**src/rtl/ctx_pkg.sv**
```systemverilog
// Shared types and constants for the context save/restore engine.
// Define CTX_CHECKSUM_EN to append an XOR checksum byte to every frame.
package ctx_pkg;

    localparam int unsigned DATA_W = 8;
    localparam int unsigned IDX_W  = 3;

    typedef enum logic [2:0] {
        ST_IDLE = 3'd0,
        ST_SAVE = 3'd1,
        ST_RD   = 3'd2,
        ST_WB   = 3'd3,
        ST_FIN  = 3'd4
    } state_t;

    localparam logic [IDX_W-1:0] REG_A  = 3'd0;
    localparam logic [IDX_W-1:0] REG_B  = 3'd1;
    localparam logic [IDX_W-1:0] REG_C  = 3'd2;
    localparam logic [IDX_W-1:0] REG_IX = 3'd3;

`ifdef CTX_CHECKSUM_EN
    localparam int unsigned FRAME_STRIDE = 5;
`else
    localparam int unsigned FRAME_STRIDE = 4;
`endif

    // Index of the final byte in a frame (IX, or the checksum byte when enabled)
    localparam logic [IDX_W-1:0] LAST_IDX = IDX_W'(FRAME_STRIDE - 1);

endpackage

```
**src/rtl/ctx_frame_ptr.sv**
```systemverilog
// Up/down count of stacked frames with full/empty flags.
module ctx_frame_ptr #(
    parameter int unsigned DEPTH = 4,
    parameter int unsigned FP_W  = $clog2(DEPTH + 1)
) (
    input  logic            clk,
    input  logic            reset,
    input  logic            inc,
    input  logic            dec,
    output logic [FP_W-1:0] count,
    output logic            full_c,
    output logic            empty_c
);

    // Frame count, guarded against wrapping in either direction
    always_ff @(posedge clk) begin
        if (reset) begin
            count <= '0;
        end else if (inc && !full_c) begin
            count <= count + FP_W'(1);
        end else if (dec && !empty_c) begin
            count <= count - FP_W'(1);
        end
    end

    assign full_c  = (count == FP_W'(DEPTH));
    assign empty_c = (count == '0);

endmodule

```
**src/rtl/ctx_save_restore.sv**
```systemverilog
// Context engine: saves A/B/C/IX to a memory frame stack and restores the
// newest frame through the register file write port.
// Optional build macro: CTX_CHECKSUM_EN (adds checksum byte and CKSUM_ERR).
module ctx_save_restore
    import ctx_pkg::*;
#(
    parameter int unsigned       ADDR_W = 8,
    parameter logic [ADDR_W-1:0] BASE   = ADDR_W'(8'hE0),
    parameter int unsigned       DEPTH  = 4,
    localparam int unsigned      FP_W   = $clog2(DEPTH + 1)
) (
    input  logic              CLK,
    input  logic              RESET,
    input  logic              SAVE_REQ,
    input  logic              RESTORE_REQ,
    output logic              BUSY,
    output logic              DONE,
    output logic              ERR,
    output logic [FP_W-1:0]   FP,
    input  logic [DATA_W-1:0] OA,
    input  logic [DATA_W-1:0] OB,
    input  logic [DATA_W-1:0] OC,
    input  logic [DATA_W-1:0] OIX,
    output logic              MRWE,
    output logic              WA1,
    output logic              WA0,
    output logic [DATA_W-1:0] RF_IN,
    output logic [ADDR_W-1:0] MEM_ADDR,
    output logic [DATA_W-1:0] MEM_WDATA,
    output logic              MEM_WE,
    output logic              MEM_RE,
    input  logic [DATA_W-1:0] MEM_RDATA,
    input  logic              MEM_READY
`ifdef CTX_CHECKSUM_EN
    ,
    output logic              CKSUM_ERR
`endif
);

    state_t            state;
    logic [IDX_W-1:0]  idx;
    logic [IDX_W-1:0]  idx_nxt;
    logic [DATA_W-1:0] csum;
    logic              full_c;
    logic              empty_c;
    logic              fp_inc;
    logic              fp_dec;

    // Frame byte address; wraps within the address width
    function automatic logic [ADDR_W-1:0] frame_addr(input logic [FP_W-1:0] frame,
                                                     input logic [IDX_W-1:0] i);
        return ADDR_W'(32'(BASE) + 32'(frame) * FRAME_STRIDE + 32'(i));
    endfunction

    // Byte to write for frame slot i; slots past IX carry the running checksum
    function automatic logic [DATA_W-1:0] save_byte(input logic [IDX_W-1:0]  i,
                                                    input logic [DATA_W-1:0] acc);
        case (i)
            REG_A:   return OA;
            REG_B:   return OB;
            REG_C:   return OC;
            REG_IX:  return OIX;
            default: return acc;
        endcase
    endfunction

    assign idx_nxt = idx + IDX_W'(1);
    assign fp_inc  = (state == ST_SAVE) && MEM_READY && (idx == LAST_IDX);
`ifdef CTX_CHECKSUM_EN
    assign fp_dec  = (state == ST_RD) && MEM_READY && (idx == LAST_IDX);
`else
    assign fp_dec  = (state == ST_WB) && (idx == LAST_IDX);
`endif

    ctx_frame_ptr #(
        .DEPTH (DEPTH),
        .FP_W  (FP_W)
    ) u_frame_ptr (
        .clk     (CLK),
        .reset   (RESET),
        .inc     (fp_inc),
        .dec     (fp_dec),
        .count   (FP),
        .full_c  (full_c),
        .empty_c (empty_c)
    );

    // Sequencer with registered bus and register-file outputs
    always_ff @(posedge CLK) begin
        if (RESET) begin
            state     <= ST_IDLE;
            idx       <= '0;
            csum      <= '0;
            BUSY      <= 1'b0;
            DONE      <= 1'b0;
            ERR       <= 1'b0;
            MRWE      <= 1'b0;
            WA1       <= 1'b0;
            WA0       <= 1'b0;
            RF_IN     <= '0;
            MEM_ADDR  <= '0;
            MEM_WDATA <= '0;
            MEM_WE    <= 1'b0;
            MEM_RE    <= 1'b0;
`ifdef CTX_CHECKSUM_EN
            CKSUM_ERR <= 1'b0;
`endif
        end else begin
            DONE <= 1'b0;
            ERR  <= 1'b0;
            MRWE <= 1'b0;
`ifdef CTX_CHECKSUM_EN
            CKSUM_ERR <= 1'b0;
`endif
            case (state)
                ST_IDLE: begin
                    idx  <= '0;
                    csum <= '0;
                    if (SAVE_REQ) begin
                        if (full_c) begin
                            ERR <= 1'b1;
                        end else begin
                            state     <= ST_SAVE;
                            BUSY      <= 1'b1;
                            MEM_WE    <= 1'b1;
                            MEM_ADDR  <= frame_addr(FP, REG_A);
                            MEM_WDATA <= OA;
                        end
                    end else if (RESTORE_REQ) begin
                        if (empty_c) begin
                            ERR <= 1'b1;
                        end else begin
                            state    <= ST_RD;
                            BUSY     <= 1'b1;
                            MEM_RE   <= 1'b1;
                            MEM_ADDR <= frame_addr(FP - FP_W'(1), REG_A);
                        end
                    end
                end
                ST_SAVE: begin
                    if (MEM_READY) begin
                        csum <= csum ^ MEM_WDATA;
                        if (idx == LAST_IDX) begin
                            state     <= ST_FIN;
                            DONE      <= 1'b1;
                            MEM_WE    <= 1'b0;
                            MEM_ADDR  <= '0;
                            MEM_WDATA <= '0;
                        end else begin
                            idx       <= idx_nxt;
                            MEM_ADDR  <= frame_addr(FP, idx_nxt);
                            MEM_WDATA <= save_byte(idx_nxt, csum ^ MEM_WDATA);
                        end
                    end else begin
                        // Live registers are re-sampled while the bus stalls
                        MEM_WDATA <= save_byte(idx, csum);
                    end
                end
                ST_RD: begin
                    if (MEM_READY) begin
                        csum     <= csum ^ MEM_RDATA;
                        MEM_RE   <= 1'b0;
                        MEM_ADDR <= '0;
`ifdef CTX_CHECKSUM_EN
                        if (idx == LAST_IDX) begin
                            state     <= ST_FIN;
                            DONE      <= 1'b1;
                            CKSUM_ERR <= ((csum ^ MEM_RDATA) != '0);
                        end else begin
                            state       <= ST_WB;
                            MRWE        <= 1'b1;
                            {WA1, WA0}  <= idx[1:0];
                            RF_IN       <= MEM_RDATA;
                        end
`else
                        state      <= ST_WB;
                        MRWE       <= 1'b1;
                        {WA1, WA0} <= idx[1:0];
                        RF_IN      <= MEM_RDATA;
`endif
                    end
                end
                ST_WB: begin
                    WA1   <= 1'b0;
                    WA0   <= 1'b0;
                    RF_IN <= '0;
                    if (idx == LAST_IDX) begin
                        state <= ST_FIN;
                        DONE  <= 1'b1;
                    end else begin
                        state    <= ST_RD;
                        idx      <= idx_nxt;
                        MEM_RE   <= 1'b1;
                        MEM_ADDR <= frame_addr(FP - FP_W'(1), idx_nxt);
                    end
                end
                ST_FIN: begin
                    state <= ST_IDLE;
                    BUSY  <= 1'b0;
                end
                default: begin
                    state  <= ST_IDLE;
                    BUSY   <= 1'b0;
                    MEM_WE <= 1'b0;
                    MEM_RE <= 1'b0;
                end
            endcase
        end
    end

endmodule
```
**config.mk**
```make
export PLATFORM = sky130hd
export DESIGN_NAME = ctx_save_restore
export DESIGN_NICKNAME = d
export VERILOG_FILES = /design/src/rtl/ctx_pkg.sv /design/src/rtl/ctx_frame_ptr.sv /design/src/rtl/ctx_save_restore.sv
export SDC_FILE = /design/constraint.sdc
export NUM_CORES = 1
export LEC_CHECK = 0
export CORE_UTILIZATION = 55
export DETAILED_ROUTE_END_ITERATION = 6
export DONT_BUFFER_PORTS = 1
export PLACE_DENSITY_LB_ADDON = 0.3
export SLEW_MARGIN = 40
export SYNTH_ARGS = -nofsm -noshare
export SYNTH_HDL_FRONTEND = slang
export SYNTH_SLANG_ARGS = --single-unit
```
**constraint.sdc**
```tcl
create_clock -name CLK -period 3.2 [get_ports CLK]
set_clock_uncertainty 0.2 [all_clocks]
set_input_delay 0.8 -clock CLK [delete_from_list [all_inputs] [get_ports CLK]]
set_output_delay 0.8 -clock CLK [all_outputs]
set_load 0.02 [all_outputs]
```
# Word level (Yosys, flattened, before mapping)
# Index checks and enable logic that the tools add are counted.
# word_totals
regBits	49
inputBits	45
out_inout_bits	35
wordCells	143
# op_classes
addsub	7
eq_ne	23
mux	60
bitwise	7
n_reduce_logical	31
# ops
op	n
2-to-1 mux 8 bit	15
one-hot mux 8 bit (4 select lines)	3
2-to-1 mux 3 bit	12
one-hot mux 8 bit (2 select lines)	2
one-hot mux 8 bit (3 select lines)	1
2-to-1 mux 1 bit	19
== test 3 x 2 -> 1 bit, second input constant	6
adder 8 x 3 -> 8 bit	2
adder 8 x 5 -> 8 bit, first input constant	2
inequality test 2 bit, second input constant	8
XOR 8 bit	2
logical NOT 3 bit	4
one-hot mux 3 bit (4 select lines)	1
AND reduction 6 bit	2
== test 3 x 1 -> 1 bit, second input constant	3
inequality test 3 bit, second input constant	3
one-hot mux 3 bit (3 select lines)	1
one-hot mux 1 bit (2 select lines)	4
AND reduction 7 bit	1
adder 3 x 1 -> 3 bit, second input constant	2
== test 3 bit, second input constant	2
AND reduction 3 bit	2
nonzero test 2 bit	3
nonzero test 3 bit	2
13 further kinds	26

# Longest topological paths before layout
# logic_depth
word_depth	6
depth_mapped	12
mapped_depth_nobuf	11

# Hierarchy
# From an unflattened synthesis, not the netlist that was laid out.
# hier_totals
hier_cells	419
area_unflattened_um2	3379.5
# modules_own_cells
mod	instances	cells_per_inst	area_per_inst_um2	seq_area_each_um2
ctx_save_restore	1	395	3174.3	900.9
ctx_frame_ptr	1	24	205.2	60.1

# Worst setup path before layout
# No wires, ideal clock.
# synth_timing
path_type	register to register
start	register idx[2]
end	register MEM_ADDR[4]
setup_time_ps	70
arrival_ps	2356
required_time_ps	2930
path_slack_ps	574
path_stages_with_launch	13
n_path_buf	1
synth_period_minus_slack_ps	2626
cell_sequence	dfxtp_1 clkbuf_1 inv_1 ha_1 inv_1 ha_1 ha_1 ha_1 nand2b_1 a21oi_1 a311oi_1 or3_1 a21oi_1
# synth_between
elab_chain_len	5
word_cells_on_any_way	10
cone_classes	add/sub: 3; eq/ne: 2; mux: 4; reduce/logical: 1
# synth_rtl
item	line	source
from (decl)	ctx_save_restore.sv:41	logic [IDX_W-1:0] idx;
from (signal assigned)	ctx_save_restore.sv:150	idx <= idx_nxt;
from (signal assigned)	ctx_save_restore.sv:192	idx <= idx_nxt;
adder 3 x 1 -> 3 bit	ctx_save_restore.sv:67	assign idx_nxt = idx + IDX_W'(1);
adder 8 x 3 -> 8 bit	ctx_save_restore.sv:52	return ADDR_W'(32'(BASE) + 32'(frame) * FRAME_STRIDE + 32'(i));
2-to-1 mux 8 bit	ctx_save_restore.sv:143	if (idx == LAST_IDX) begin
2-to-1 mux 8 bit	ctx_save_restore.sv:141	if (MEM_READY) begin
one-hot mux 8 bit (4 select lines)	ctx_save_restore.sv:115	case (state)
to (signal assigned)	ctx_save_restore.sv:126	MEM_ADDR <= frame_addr(FP, REG_A);
to (signal assigned)	ctx_save_restore.sv:136	MEM_ADDR <= frame_addr(FP - FP_W'(1), REG_A);
to (signal assigned)	ctx_save_restore.sv:151	MEM_ADDR <= frame_addr(FP, idx_nxt);
to (decl)	ctx_save_restore.sv:28	output logic [ADDR_W-1:0] MEM_ADDR,
# Parallel ways exist; a longest one is shown, timed or not. The select of a mux whose other input is x is not followed.
# A chain may end at the register's enable or synchronous reset.

# Worst setup path in the final report
# Same ends and word-level chain as after synthesis.

==> metrics.txt <==
status finished clean; YS warnings 0; largest net degree at the start of global routing 41; Leak 0.00125 uW; top_reg_cell synth dfxtp_1; # hold bufs at CTS 0; port bufs 0; Netlist cell types 60; CTS resizes 0; DIE AREA 0.00631 mm2; DRC 0; Filler cells 512; Final Hold Vio Count 0; final RePlAce weighted congestion 0.888; total number of vias 3086; Initial Util approximately three fifths; most common cell after layout, fill and taps aside dfxtp_1; clk_lat worst skew 0.30 ns; clock power share 27.8%; CP Data Arrival Time 2.82 ns; Switch Pwr about 550 uW; CP Capture Type flop; Post-Syn Area about 0.0033 mm2; Post-synth ARST share 0%; First-pass DRT Iterations 5; Avg WL per Cell a little under 20 um; max cap viols 0; Inst Count DP 449; nature of the critical path startpoint flop; Die Width 79.4 um; Sw Share 34.6%; #FFs+latches synth 48; Site Rows 27; CP Class flop to flop; Final Non-Filler Cells 457; post-route ant nets 0; CP Max Fanout 9; core area 0.00564 mm2; post-synthesis sequential area ratio slightly below 30%; Clock H-tree levels 2; Die Span Y between 70 and 80 um; Slew HR 53.3%; most frequent cells in the layout dfxtp_1 (48), nor2_1 (37), nand2_1 (33); Synth-to-Final Area Change 3.00%; Syn Inst Count just under 400; Final nets 445; vias in the first global route around 2900; Total Wirelength approximately 9000 um; setup_tns 0 ns; setup slack, reg-to-reg 0.42 ns; Synth Area per Inst 8.29 um2; ant diodes 0; dpl hpwl 6520 um; highest clock rate 360 MHz; Top Ports 80; TritonCTS clock tree built; number of synthesized flops with an enable pin 0; required time worst endpoint 3.24 ns; Power Internal ~1000 uW; Worst VDD drop between 0.0002 and 0.0003 V; Vias/cell 6.75; antenna violations before repair 0; unrepaired setup endpoints after global routing no; post-synth net total between 400 and 500; worst min path class flop to flop; CTS max path bufs 2; Global Route Usage Sum 28.9%; Worst Max-Slew Pin Slew 0.700 ns; share of layout cells above drive strength 1 8.31%; final worst path period need between 2 and 3 ns; fin crit share 86.8%; CTS sink count 48; PwrDens 470 mW/mm2; initial DRC count 274; endpoints failing setup 0; setup bufs post-CTS 0; TritonCTS Buffers 5; clock root cell clkbuf_8; Reg power frac a little under half; Comb pwr share 24.6%; clock slew at reported path FFs 0.09 ns; total grt overflow 0; first-pass GRT wire length between 10000 and 15000 um; Slew Limit Fails 0
==> cells by family after synthesis <==
logic type / count (synthesis) / synth area share [%]
DFF: 48 / 29.1
muxes: 6 / 1.82
buffers and inverters: 42 / 6.41
xor gates and xnor gates: 14 / 3.72
adders and majority gates: 16 / 6.07
and+or+nand+nor: 125 / 19.9
AOI/OAI and AO/OA: 147 / 32.9
==> state kept, by name (all words and copies together), names as in the netlist, 3 cells and up <==
signal / cells
csum: 8
state: 3
MEM_ADDR: 7
MEM_WDATA: 8
u_frame_ptr.count: 3
idx: 3
RF_IN: 8
==> worst paths after layout <==
kind	startpoint	endpoint	depth (start not counted)
max	idx[2]	MEM_ADDR[4]	11
min	csum[6]	MEM_WDATA[6]	2
max reg2reg	idx[2]	MEM_ADDR[4]	11
min reg2reg	csum[6]	MEM_WDATA[6]	2
==> cell type report <==
class	count	area [um2]	area share, %
Sequential cell	48	961	28.3
Clock buffer	5	68.8	2.03
Inverter	13	48.8	1.44
Clock inverter	3	42.5	1.25
Timing Repair Buffer	8	60.1	1.77
Multi-Input combinational cell	308	2130	62.6
Tap cell	72	90.1	2.65
==> cells in the mapped netlist (4+ instances only) <==
master	number	area, um2
a222oi_1	4	40.0
nor2_1	37	139
a22o_1	16	140
buf_2	13	65.1
nand3_1	7	35.0
or3_1	10	62.6
nand2b_1	5	31.3
inv_1	11	41.3
xor2_1	11	96.3
o21ai_0	23	115
nand2_1	33	124
ha_1	16	200
a221oi_1	17	149
and3_1	7	43.8
nor2b_1	4	25.0
clkbuf_1	9	33.8
a311oi_1	5	43.8
o22ai_1	9	56.3
mux2i_1	6	60.1
dfxtp_1	48	961
a21oi_1	29	145
nor3_1	8	40.0
buf_6	4	45.0
a22oi_1	15	113
==> critical path, cell delays in order (launching register included) <==
cell      delay, ns
dfxtp_1        0.50
inv_1          0.13
ha_1           0.36
inv_1          0.12
ha_1           0.23
ha_1           0.19
ha_1           0.27
nand2b_1       0.05
a21oi_1        0.14
a311oi_1       0.06
or3_1          0.35
a21oi_1        0.12
==> metal layers <==
metal  GRT usage (%)  share of wire [%]  up-vias  routed length, um
li1                -                  -     1470                  -
met1            35.0                 42     1490               3800
met2            50.7                 50      116               4530
met3            6.06                6.5       10                581
met4            8.55                1.0        0                 91
met5               0                  0        -                  0
==> power groups by stage <==
stage	registers, uW	logic [uW]	clock network [uW]
global route	769	432	479
detailed placement	775	385	0
finish	761	393	444
floorplan	751	337	0
global placement	773	377	0
CTS	761	387	455
==> per-stage QoR <==
step	utilization [%]	power, uW	worst slack [ns]	hold WS (ns)	cell area (um2)
global route	60.2	1680	0.309	0.334	3400
CTS	60.2	1600	0.430	0.317	3400
finish	60.2	1600	0.421	0.316	3400
global placement	58.2	1150	0.525	0.298	3290
detailed placement	58.2	1160	0.444	0.306	3290
floorplan	-	1090	0.574	0.278	3300
Note: power is estimated with default switching activity, not from simulation.
